`src/rtl/sdr_ref_timer_pkg.sv`:
```
// Shared SDRAM refresh-timing defaults and the pending-count update decode.
package sdr_ref_timer_pkg;

  localparam int unsigned DefClkPer100us = 10000;
  localparam int unsigned DefRefInterval = 780;
  localparam int unsigned DefMaxPending  = 4;
  localparam int unsigned DefPendW       = 3;

  typedef enum logic [1:0] {
    PendHold,
    PendInc,
    PendDec,
    PendClr
  } pend_op_e;

  // A tick and an ack edge in the same cycle cancel out.
  function automatic pend_op_e pend_op(input logic init_done, input logic tick,
                                       input logic ack_edge);
    if (!init_done) begin
      return PendClr;
    end else if (tick && !ack_edge) begin
      return PendInc;
    end else if (ack_edge && !tick) begin
      return PendDec;
    end
    return PendHold;
  endfunction

endpackage

```
`src/rtl/sdr_ref_timer_tick_cnt.sv`:
```
// Up-counter that pulses tick at LIMIT-1 and latches done; wraps or saturates by WRAP.
module sdr_ref_timer_tick_cnt #(
  parameter int unsigned LIMIT = 10,
  parameter bit          WRAP  = 1'b1
) (
  input  logic clk,
  input  logic reset_n,
  input  logic en,
  input  logic clr,
  output logic tick,
  output logic done
);

  localparam int unsigned CntW = (LIMIT > 1) ? $clog2(LIMIT) : 1;
  localparam logic [CntW-1:0] Last = CntW'(LIMIT - 1);

  logic [CntW-1:0] cnt_q, cnt_d;
  logic            done_q, done_d;
  logic            at_last;

  assign at_last = (cnt_q == Last);
  // In saturating mode the tick fires only once, on the edge that sets done.
  assign tick    = en & at_last & (WRAP | ~done_q);
  assign done    = done_q;

  always_comb begin
    cnt_d  = cnt_q;
    done_d = done_q;
    if (clr) begin
      cnt_d  = '0;
      done_d = 1'b0;
    end else if (en) begin
      if (at_last) begin
        done_d = 1'b1;
        if (WRAP) begin
          cnt_d = '0;
        end
      end else begin
        cnt_d = cnt_q + 1'b1;
      end
    end
  end

  always_ff @(posedge clk or negedge reset_n) begin
    if (!reset_n) begin
      cnt_q  <= '0;
      done_q <= 1'b0;
    end else begin
      cnt_q  <= cnt_d;
      done_q <= done_d;
    end
  end

endmodule

```
`src/rtl/sdr_ref_timer.sv`:
```
// Power-up 100 us qualifier and auto-refresh request/backlog tracker for the SDRAM controller.
module sdr_ref_timer
  import sdr_ref_timer_pkg::*;
#(
  parameter int unsigned CLK_PER_100US = DefClkPer100us,
  parameter int unsigned REF_INTERVAL  = DefRefInterval,
  parameter int unsigned MAX_PENDING   = DefMaxPending,
  parameter int unsigned PEND_W        = DefPendW
) (
  input  logic              clk,
  input  logic              reset_n,
  input  logic              init_done,
  input  logic              ref_en,
  input  logic              ref_ack,
  output logic              delay_100us,
  output logic              ref_req,
  output logic              ref_urgent,
  output logic [PEND_W-1:0] ref_pending,
  output logic              ref_overflow
);

  localparam logic [PEND_W-1:0] MaxPend = PEND_W'(MAX_PENDING);
  localparam logic [PEND_W-1:0] UrgThr  = PEND_W'(MAX_PENDING - 1);

  logic              unused_pwr_tick;
  logic              unused_ivl_done;
  logic              ivl_tick;
  logic              ack_d_q;
  logic              ack_edge;
  logic [PEND_W-1:0] pend_q, pend_d;
  logic              ovf_q, ovf_d;
  logic              req_q, urg_q;
  logic [PEND_W-1:0] pend_out_q;

  sdr_ref_timer_tick_cnt #(
    .LIMIT (CLK_PER_100US),
    .WRAP  (1'b0)
  ) u_pwr_cnt (
    .clk     (clk),
    .reset_n (reset_n),
    .en      (1'b1),
    .clr     (1'b0),
    .tick    (unused_pwr_tick),
    .done    (delay_100us)
  );

  sdr_ref_timer_tick_cnt #(
    .LIMIT (REF_INTERVAL),
    .WRAP  (1'b1)
  ) u_ivl_cnt (
    .clk     (clk),
    .reset_n (reset_n),
    .en      (init_done & ref_en),
    .clr     (~init_done),
    .tick    (ivl_tick),
    .done    (unused_ivl_done)
  );

  // Only the rising edge of a possibly multi-cycle ack retires a refresh.
  assign ack_edge = ref_ack & ~ack_d_q;

  always_comb begin
    pend_d = pend_q;
    ovf_d  = ovf_q;
    unique case (pend_op(init_done, ivl_tick, ack_edge))
      PendClr: pend_d = '0;
      PendInc: begin
        if (pend_q == MaxPend) begin
          ovf_d = 1'b1;
        end else begin
          pend_d = pend_q + 1'b1;
        end
      end
      PendDec: begin
        if (pend_q != '0) begin
          pend_d = pend_q - 1'b1;
        end
      end
      default: ;
    endcase
  end

  always_ff @(posedge clk or negedge reset_n) begin
    if (!reset_n) begin
      ack_d_q    <= 1'b0;
      pend_q     <= '0;
      ovf_q      <= 1'b0;
      req_q      <= 1'b0;
      urg_q      <= 1'b0;
      pend_out_q <= '0;
    end else begin
      ack_d_q    <= ref_ack;
      pend_q     <= pend_d;
      ovf_q      <= ovf_d;
      req_q      <= (pend_q != '0);
      urg_q      <= (pend_q >= UrgThr);
      pend_out_q <= pend_q;
    end
  end

  assign ref_req      = req_q;
  assign ref_urgent   = urg_q;
  assign ref_pending  = pend_out_q;
  assign ref_overflow = ovf_q;

endmodule

```
`config.mk`:
```
export PLATFORM = sky130hd
export DESIGN_NAME = sdr_ref_timer
export DESIGN_NICKNAME = d
export VERILOG_FILES = /design/src/rtl/sdr_ref_timer_pkg.sv /design/src/rtl/sdr_ref_timer_tick_cnt.sv /design/src/rtl/sdr_ref_timer.sv
export SDC_FILE = /design/constraint.sdc
export NUM_CORES = 1
export LEC_CHECK = 0
export CAP_MARGIN = 25
export CORE_MARGIN = 1
export CORE_UTILIZATION = 46
export DETAILED_ROUTE_END_ITERATION = 7
export PLACE_DENSITY = 0.74
export SYNTH_ARGS = -nofsm -noshare
export SYNTH_HDL_FRONTEND = slang
export SYNTH_HIERARCHICAL = 1
export SYNTH_SLANG_ARGS = --single-unit
```
`constraint.sdc`:
```
create_clock -name clk -period 4.1 [get_ports clk]
set_input_delay 0.82 -clock clk [delete_from_list [all_inputs] [get_ports clk]]
set_output_delay 0.82 -clock clk [all_outputs]
set_load 0.02 [all_outputs]
```
== Word-level counts from Yosys, hierarchy flattened ==
Cells that the tools add are included.
Storage, ports and cells
  bits in registers: 35
  input port bits: 5
  output and inout bits: 7
Operators by class
  equal/unequal tests: 9
  reductions and logical operators: 8
  magnitude comparators: 1
  add/subtract/negate cells: 4
  mux-type cells: 13
  bitwise logic cells: 4
Operators with widths (count)
  $mux W10: 3
  $add A14 B1 Y14 const B: 1
  $eq A14 B14 Y1 const B: 1
  $add A10 B1 Y10 const B: 1
  $eq A10 B10 Y1 const B: 1
  $pmux W3 S3: 1
  $mux W2: 4
  $mux W3: 2
  $reduce_bool A3 Y1: 2
  $eq A2 B2 Y1 const B: 2
  $ne A2 B2 Y1 const B: 2
  $add A3 B1 Y3 const B: 1
  $and A1 B1 Y1: 3
  $eq A3 B3 Y1 const B: 1
  $ge A3 B2 Y1 const B: 1
  $mux W1: 3
  $reduce_and A3 Y1: 1
  $sub A3 B1 Y3 const B: 1
  $eq A2 B1 Y1 const B: 1
  $logic_and A1 B1 Y1: 2
  $logic_not A1 Y1: 2
  $ne A2 B1 Y1 const B: 1
  $reduce_and A2 Y1: 1
  $not A1 Y1: 1

== Longest topological paths before layout ==
Gate-level depths: netlist of the first run.
  depth after elaboration: 11
  depth in mapped cells: 11
  mapped depth without buffers: 10

== Cells and area by module ==
The synthesis of the first run kept the hierarchy.
By module, submodules not included
  sdr_ref_timer_tick_cnt (u_pwr_cnt): cells an instance 83, area an instance 799.5 um2, instances 1, seq. area each 375.4 um2
  sdr_ref_timer_tick_cnt (u_ivl_cnt): cells an instance 55, area an instance 575.6 um2, instances 1, seq. area each 275.3 um2
  sdr_ref_timer: cells an instance 39, area an instance 474.2 um2, instances 1, seq. area each 250.2 um2

== Least setup slack after synthesis of the first run ==
Ideal clock, no wire load.
  kind: input to register
  from: input port ref_en
  to: register pend_q[2]
  path slack: 1534 ps
  stages on the path: 8
  data required time: 4033 ps
  data arrival time: 2499 ps
  cells stage by stage: and2_1 buf_2 and2_1 ha_1 nor3_1 fa_1 o41ai_1 and3_1
On the way
  word-level cells in the longest chain between the ends: 11
  elaborated cells between the ends (all ways): 19
  classes of those cells: eq/ne: 5; mux: 7; bitwise: 2; reduce/logical: 5
RTL lines
  start, declared: line sdr_ref_timer.sv:13  | input logic ref_en,
  $and A1 B1 Y1 (*): line sdr_ref_timer.sv:53  | .en (init_done & ref_en),
  $and A1 B1 Y1 (*): line sdr_ref_timer_tick_cnt.sv:23  | assign tick = en & at_last & (WRAP | ~done_q);
  via ivl_tick: line sdr_ref_timer.sv:27  | logic ivl_tick;
  $logic_not A1 Y1: line sdr_ref_timer_pkg.sv:23  | end else if (ack_edge && !tick) begin
  $logic_and A1 B1 Y1: line sdr_ref_timer_pkg.sv:23
  $mux W1: line sdr_ref_timer_pkg.sv:23
  $mux W1: line sdr_ref_timer_pkg.sv:21  | end else if (tick && !ack_edge) begin
  $mux W1: line sdr_ref_timer_pkg.sv:19  | if (!init_done) begin
  $mux W2 (*): line sdr_ref_timer_pkg.sv:26  | return PendHold;
  $eq A2 B2 Y1 or $eq A2 B1 Y1 (tied branches): line sdr_ref_timer.sv:65  | unique case (pend_op(init_done, ivl_tick, ack_edge))
  $ne A2 B2 Y1 (no source line) or $reduce_bool A3 Y1 (tied branches)
  $reduce_and A3 Y1 (no source line)
  end signal, assigned: line sdr_ref_timer.sv:93  | pend_q <= pend_d;
  end, declared: line sdr_ref_timer.sv:30  | logic [PEND_W-1:0] pend_q, pend_d;
Mark *: on every way through the listed nets, which the timed path passes. The rest lies on a longest branch.
A chain may end at the register's enable or synchronous reset.

== Worst setup path after layout of the first run ==
  from: input port init_done
  to: register pend_q[2]
On the way
  word-level cells in the longest chain between the ends: 11
  elaborated cells between the ends (all ways): 19
  classes of those cells: eq/ne: 5; mux: 7; bitwise: 2; reduce/logical: 5
RTL lines
  start, declared: line sdr_ref_timer.sv:12  | input logic init_done,
  $and A1 B1 Y1 (*): line sdr_ref_timer.sv:53
  $and A1 B1 Y1 (*): line sdr_ref_timer_tick_cnt.sv:23
  via ivl_tick: line sdr_ref_timer.sv:27
  $logic_not A1 Y1: line sdr_ref_timer_pkg.sv:23
  $logic_and A1 B1 Y1: line sdr_ref_timer_pkg.sv:23
  $mux W1: line sdr_ref_timer_pkg.sv:23
  $mux W1: line sdr_ref_timer_pkg.sv:21
  $mux W1: line sdr_ref_timer_pkg.sv:19
  $mux W2 (*): line sdr_ref_timer_pkg.sv:26
  $eq A2 B2 Y1 or $eq A2 B1 Y1 (tied branches): line sdr_ref_timer.sv:65
  $ne A2 B2 Y1 (no source line) or $reduce_bool A3 Y1 (tied branches)
  $reduce_and A3 Y1 (no source line)
Marks and branches as above.

==> impl_metrics.toml, run 1 <==
[cts]
cts_made_buffers = 5
cts_root_buffer = "clkbuf_8"
cts-htree-levels = 2
number_of_buffers_inserted_for_hold_repair_after_clock_tree_synthesis = 0
numClockSinks = 35
post_cts_resized = 0
insertion_delay_ps = 280
clk_pin_slew_ps = 60
cts-root-to-sink-buffers = 2
cts_setup_buffers = 0
tritoncts_clock_tree = "built"

[floorplan]
placement_rows = 22
die-width_um = 64.7
core_area_um2 = 3720
start_util_pct = 48.6
die_h_um = 64.7
io-pin-count = 12
die_area_um2 = 4180

[global_routing]
globalRouteTotalUtil_pct = 17.6
grt_pass1_vias = 1248
globalRoute.totalOverflow = 0
number_of_antenna_violations_at_the_first_check_in_global_routing = 0
grt_start_max_net_pins = 36
grt_first_pass_wirelength_mm = 5.49

[final_layout]
share_of_post_route_cells_with_drive_strength_above_1_pct = 11.5
nNetsFinal = 210
antenna-diode-count = 0
fill_cell_instance_count_of_the_final_layout = 326
post_route_core_utilization_pct = 56.4
stdcell_count = 248
area_delta_synth_final_pct = 16.1

[sta]
final_max_slew_viol_count = 0
final-hold-violation-count = 0
setup-tns-final_ps = 0
finalCritPeriodShare_pct = 74.3
finalClockSkew_ps = 5.27
fmax_ghz = 0.328
setup_viol = 0
final.min_clock_period_ps = 3050
rsz_0062_raised_after_global_routing = "false"

[setup_path]
crit_fanout = 10
criticalPathCategory = "input pin to flop"
cp_data_required_time_ps = 4320
critical_path_source_type = "input pin"
worst_setup_path_end_kind = "flop"
worst-endpoint-arrival_ps = 3260

[placed_design]
global_placer_s_final_weighted_congestion = 0.776
dpl_hpwl_mm = 2.21
placement.io_buffers = 11
dp.cells = 241

[routing]
ant_nets = 0
vias = 1288
via_cell_ratio = 5.19
drcViolationCount = 0
drt_pass1_iterations = 4
drt_iter0_drc = 66
post_drt_wl_per_cell_um = 12.9
routed_wl_mm = 3.20

[pwr]
p_leak_nw = 0.925
p_per_area_nw_per_um2 = 312
worst_vdd_ir_mv = 0.199

[synthesis]
ys.warnings.count = 6
netlist_instances = 173
synth_area_per_cell_um2 = 10.4
total_standard_cell_area_after_synthesis_um2 = 1810

[worst_hold_path]
min_path_type = "flop to flop"

[outcome]
outcome = "finished, final reports clean"

[job]
max-cap-violations = 0
per-layer routing:
| metal | part of all wire, % | GRT usage, % | up-vias |
|---|---|---|---|
| met4 | 1.7 | 7.50 | 0 |
| met5 | 0 | 0 | - |
| met1 | 43 | 19.1 | 610 |
| met3 | 4.1 | 5.81 | 5 |
| met2 | 51 | 31.3 | 23 |
| li1 | - | - | 650 |
final timing paths:
path	start	end	slack, ps	depth (start not counted)
worst min register to register	ref_overflow	ref_overflow	470	1
worst max-delay path	init_done	pend_q[2]	1050	8
worst max register to register	u_ivl_cnt/cnt_q[0]	pend_q[2]	1280	9
min in group asynchronous	reset_n	u_pwr_cnt/cnt_q[13]	940	2
worst min-delay path	ref_overflow	ref_overflow	470	1
max in group asynchronous	reset_n	pend_q[1]	2840	2
metrics by stage:
stage	area [µm²]	setup slack [ps]	power (mW)	hold slack, ps
floorplan	1850	1550	0.392	481
global placement	2010	937	0.410	457
detailed placement	2010	786	0.412	453
CTS	2100	1060	0.666	472
global route	2100	907	0.684	506
finish	2100	1050	0.654	470
report_power, final:
part / total, mW / internal, mW / switching [mW]
combinational: 0.0471 / 0.0192 / 0.0279
sequential: 0.359 / 0.352 / 0.00706
clock: 0.248 / 0.132 / 0.116
state kept, by name (all words and copies together), names as in the netlist:
register and count:
ref_req 1, ack_d_q 1, u_pwr_cnt/cnt_q 14, ref_urgent 1, ref_pending 3, pend_q 3
u_pwr_cnt/done 1, u_ivl_cnt/cnt_q 10, ref_overflow 1
cells in the final DEF (no fill, tap or decap), types with 2 or more instances in the layout:
master           count
nand2_1             10
nor4_1               6
and2_1               2
clkdlybuf4s50_1     11
inv_1                8
o211a_1              2
and3_1               2
xor2_1               5
o21ai_0              5
a21oi_1              7
mux2i_1              2
ha_1                 4
or3_2                3
clkbuf_8             6
nand4_1              5
nand2b_1             2
or3_1                4
a2bb2oi_1            3
dfrtp_1             35
nor2_1              24
nand3_1              3
nor3_1               4
conb_1              13
mux2_2               2
xnor2_1             11
a21o_2               2
worst max-delay path, cell delays in order:
cell and delay (ps):
clkdlybuf4s50_1 500, and2_1 310, and2_1 180, ha_1 350, nor3_1 110, fa_1 440, o41ai_1 360, and3_1 200
layout make-up:
class	count	area, µm²	area share, %
inverter	8	30.0	1.43
tap	48	60.1	2.86
timing repair buffer	12	118	5.61
multi-input combinational	138	926	44.2
sequential	35	876	41.8
clock buffer	6	82.6	3.94
clock inverter	1	5.00	0.239
(Power assumes the default switching activity.)
==> run 2: changes to the inputs <==
--- a/config.mk
+++ b/config.mk
@@ -9,7 +9,7 @@
 export CORE_MARGIN = 1
 export CORE_UTILIZATION = 46
 export DETAILED_ROUTE_END_ITERATION = 7
-export PLACE_DENSITY = 0.74
+export PLACE_DENSITY = 0.76
 export SYNTH_ARGS = -nofsm -noshare
 export SYNTH_HDL_FRONTEND = slang
 export SYNTH_HIERARCHICAL = 1
==> constraint.sdc (replaced) <==
create_clock -name clk -period 2.8 [get_ports clk]
set_input_delay 0.56 -clock clk [delete_from_list [all_inputs] [get_ports clk]]
set_output_delay 0.56 -clock clk [all_outputs]
set_load 0.02 [all_outputs]
==> run 2 against run 1 <==
Against the previous run: worst setup slack worse by 720 ps; sequential share of layout area down 0.15 points; sequential power up 47%; core utilization up 0.20 points; register-to-register slack got worse by 950 ps; first-iteration DRC count down 53%.
==> impl_metrics.toml, run 2 (same netlist as run 1, synthesis figures left out) <==
[floorplan]
start_util_pct = 48.6
die-width_um = 64.7
io-pin-count = 12
die_h_um = 64.7
die_area_um2 = 4180
core_area_um2 = 3720
placement_rows = 22

[global_routing]
globalRouteTotalUtil_pct = 17.0
number_of_antenna_violations_at_the_first_check_in_global_routing = 0
grt_pass1_vias = 1244
grt_first_pass_wirelength_mm = 5.38
grt_start_max_net_pins = 36
globalRoute.totalOverflow = 0

[final_layout]
area_delta_synth_final_pct = 16.5
largest_registers = "u_pwr_cnt/cnt_q x14, u_ivl_cnt/cnt_q x10"
nNetsFinal = 213
antenna-diode-count = 0
fill_cell_instance_count_of_the_final_layout = 324
design_area_um2 = 2100
largest_register = "u_pwr_cnt/cnt_q"
multi_input_area_um2 = 926
most_common_cell_after_layout_fill_and_taps_aside = "dfrtp_1"
stdcell_count = 250
final_cell_mix = "dfrtp_1 (35), nor2_1 (24), conb_1 (13), xnor2_1 (11), clkdlybuf4s50_1 (11)"
largest_register_ffs = 14
sequential_cell_area_in_the_final_layout_um2 = 876
share_of_post_route_cells_with_drive_strength_above_1_pct = 11.9

[cts]
cts-root-to-sink-buffers = 2
number_of_buffers_inserted_for_hold_repair_after_clock_tree_synthesis = 0
post_cts_resized = 0
cts-htree-levels = 2
tritoncts_clock_tree = "built"
clk_pin_slew_ps = 60
cts_made_buffers = 5
cts_root_buffer = "clkbuf_8"
cts_setup_buffers = 0
insertion_delay_ps = 280
numClockSinks = 35

[job]
max-cap-violations = 0

[placed_design]
pre_cts_ws_ps = 164
dpl_hpwl_mm = 2.14
dp.cells = 244
global_placer_s_final_weighted_congestion = 0.803
dpl-instance-area_um2 = 2030
placement.io_buffers = 11

[setup_path]
cp_data_required_time_ps = 3020
critical_path_source_type = "flop"
cp_slowest_cell = "fa_1"
worst-endpoint-arrival_ps = 2690
worst_setup_path_end_kind = "flop"
criticalPathCategory = "flop to flop"
slowest_delay_ps = 430
crit_fanout = 4
timing.critical_path.cells = "ha_1 -> nand4bb_1 -> nor4_4 -> and2_1 -> ha_1 -> nor3_1 -> fa_1 -> o41ai_1 -> and3_1"
crit_path_frequent_cell = "ha_1"

[sta]
final_max_slew_viol_count = 0
final-hold-violation-count = 0
setup-tns-final_ps = 0
rsz_0062_raised_after_global_routing = "false"
finalCritPeriodShare_pct = 88.2
final.min_clock_period_ps = 2470
fmax_ghz = 0.405
layout_setup_ws_ps = 332
finalClockSkew_ps = 6.36
setup_viol = 0

[worst_hold_path]
min_path_type = "flop to flop"

[pwr]
worst_vdd_ir_mv = 0.276
p_leak_nw = 0.930
total_power_uw = 924
p_per_area_nw_per_um2 = 439

[routing]
post_drt_wl_per_cell_um = 12.0
routed_wl_mm = 3.01
via_cell_ratio = 5.17
drcViolationCount = 0
ant_nets = 0
drt_iter0_drc = 31
vias = 1293
drt_pass1_iterations = 4

[outcome]
outcome = "finished, final reports clean"
## run 2: worst paths after layout
| kind | to | from | cells after the start | slack (ps) |
|---|---|---|---|---|
| min in group asynchronous | pend_q[2] | reset_n | 2 | 690 |
| min reg2reg | ref_overflow | ref_overflow | 1 | 480 |
| max in group asynchronous | u_ivl_cnt/cnt_q[1] | reset_n | 2 | 1790 |
| max | pend_q[2] | u_ivl_cnt/cnt_q[0] | 9 | 330 |
| min | ref_overflow | ref_overflow | 1 | 480 |
| max reg2reg | pend_q[2] | u_ivl_cnt/cnt_q[0] | 9 | 330 |
## run 2: area by class of cell
| cell class | count | share of cell area [%] |
|---|---|---|
| inverter | 8 | 1.43 |
| timing repair buffer | 15 | 6.66 |
| sequential | 35 | 41.6 |
| multi-input combinational | 138 | 44.0 |
| clock buffer | 6 | 3.45 |
| tap | 48 | 2.85 |
## run 2: routing by layer
layer / up-vias / global-route usage [%] / routed length [µm]
li1: 653 / - / -
met1: 619 / 19.9 / 1430
met2: 16 / 28.9 / 1450
met3: 5 / 5.81 / 87
met4: 0 / 5.83 / 44
met5: - / 0 / 0
## run 2: power breakdown
group | internal [mW] | leakage (nW) | switching, mW
sequential | 0.516 | 0.482 | 0.0102
combinational | 0.0296 | 0.410 | 0.0400
clock | 0.166 | 0.0371 | 0.162
## run 2: stage by stage
| stage | hold slack, ps | util, % |
|---|---|---|
| 5_1_grt | 497 | 56.6 |
| 4_1_cts | 479 | 56.6 |
| 3_5_place_dp | 462 | 54.7 |
| 3_3_place_gp | 465 | 54.7 |
| 6_report | 478 | 56.6 |
| 2_1_floorplan | 264 | - |
## run 2: worst max-delay path, delay by kind of cell, from the launching register on
kind / cells / cell delay [ps]
simple gates: 5 / 910
fa+ha+maj: 3 / 810
compound gates: 1 / 300
flops: 1 / 390
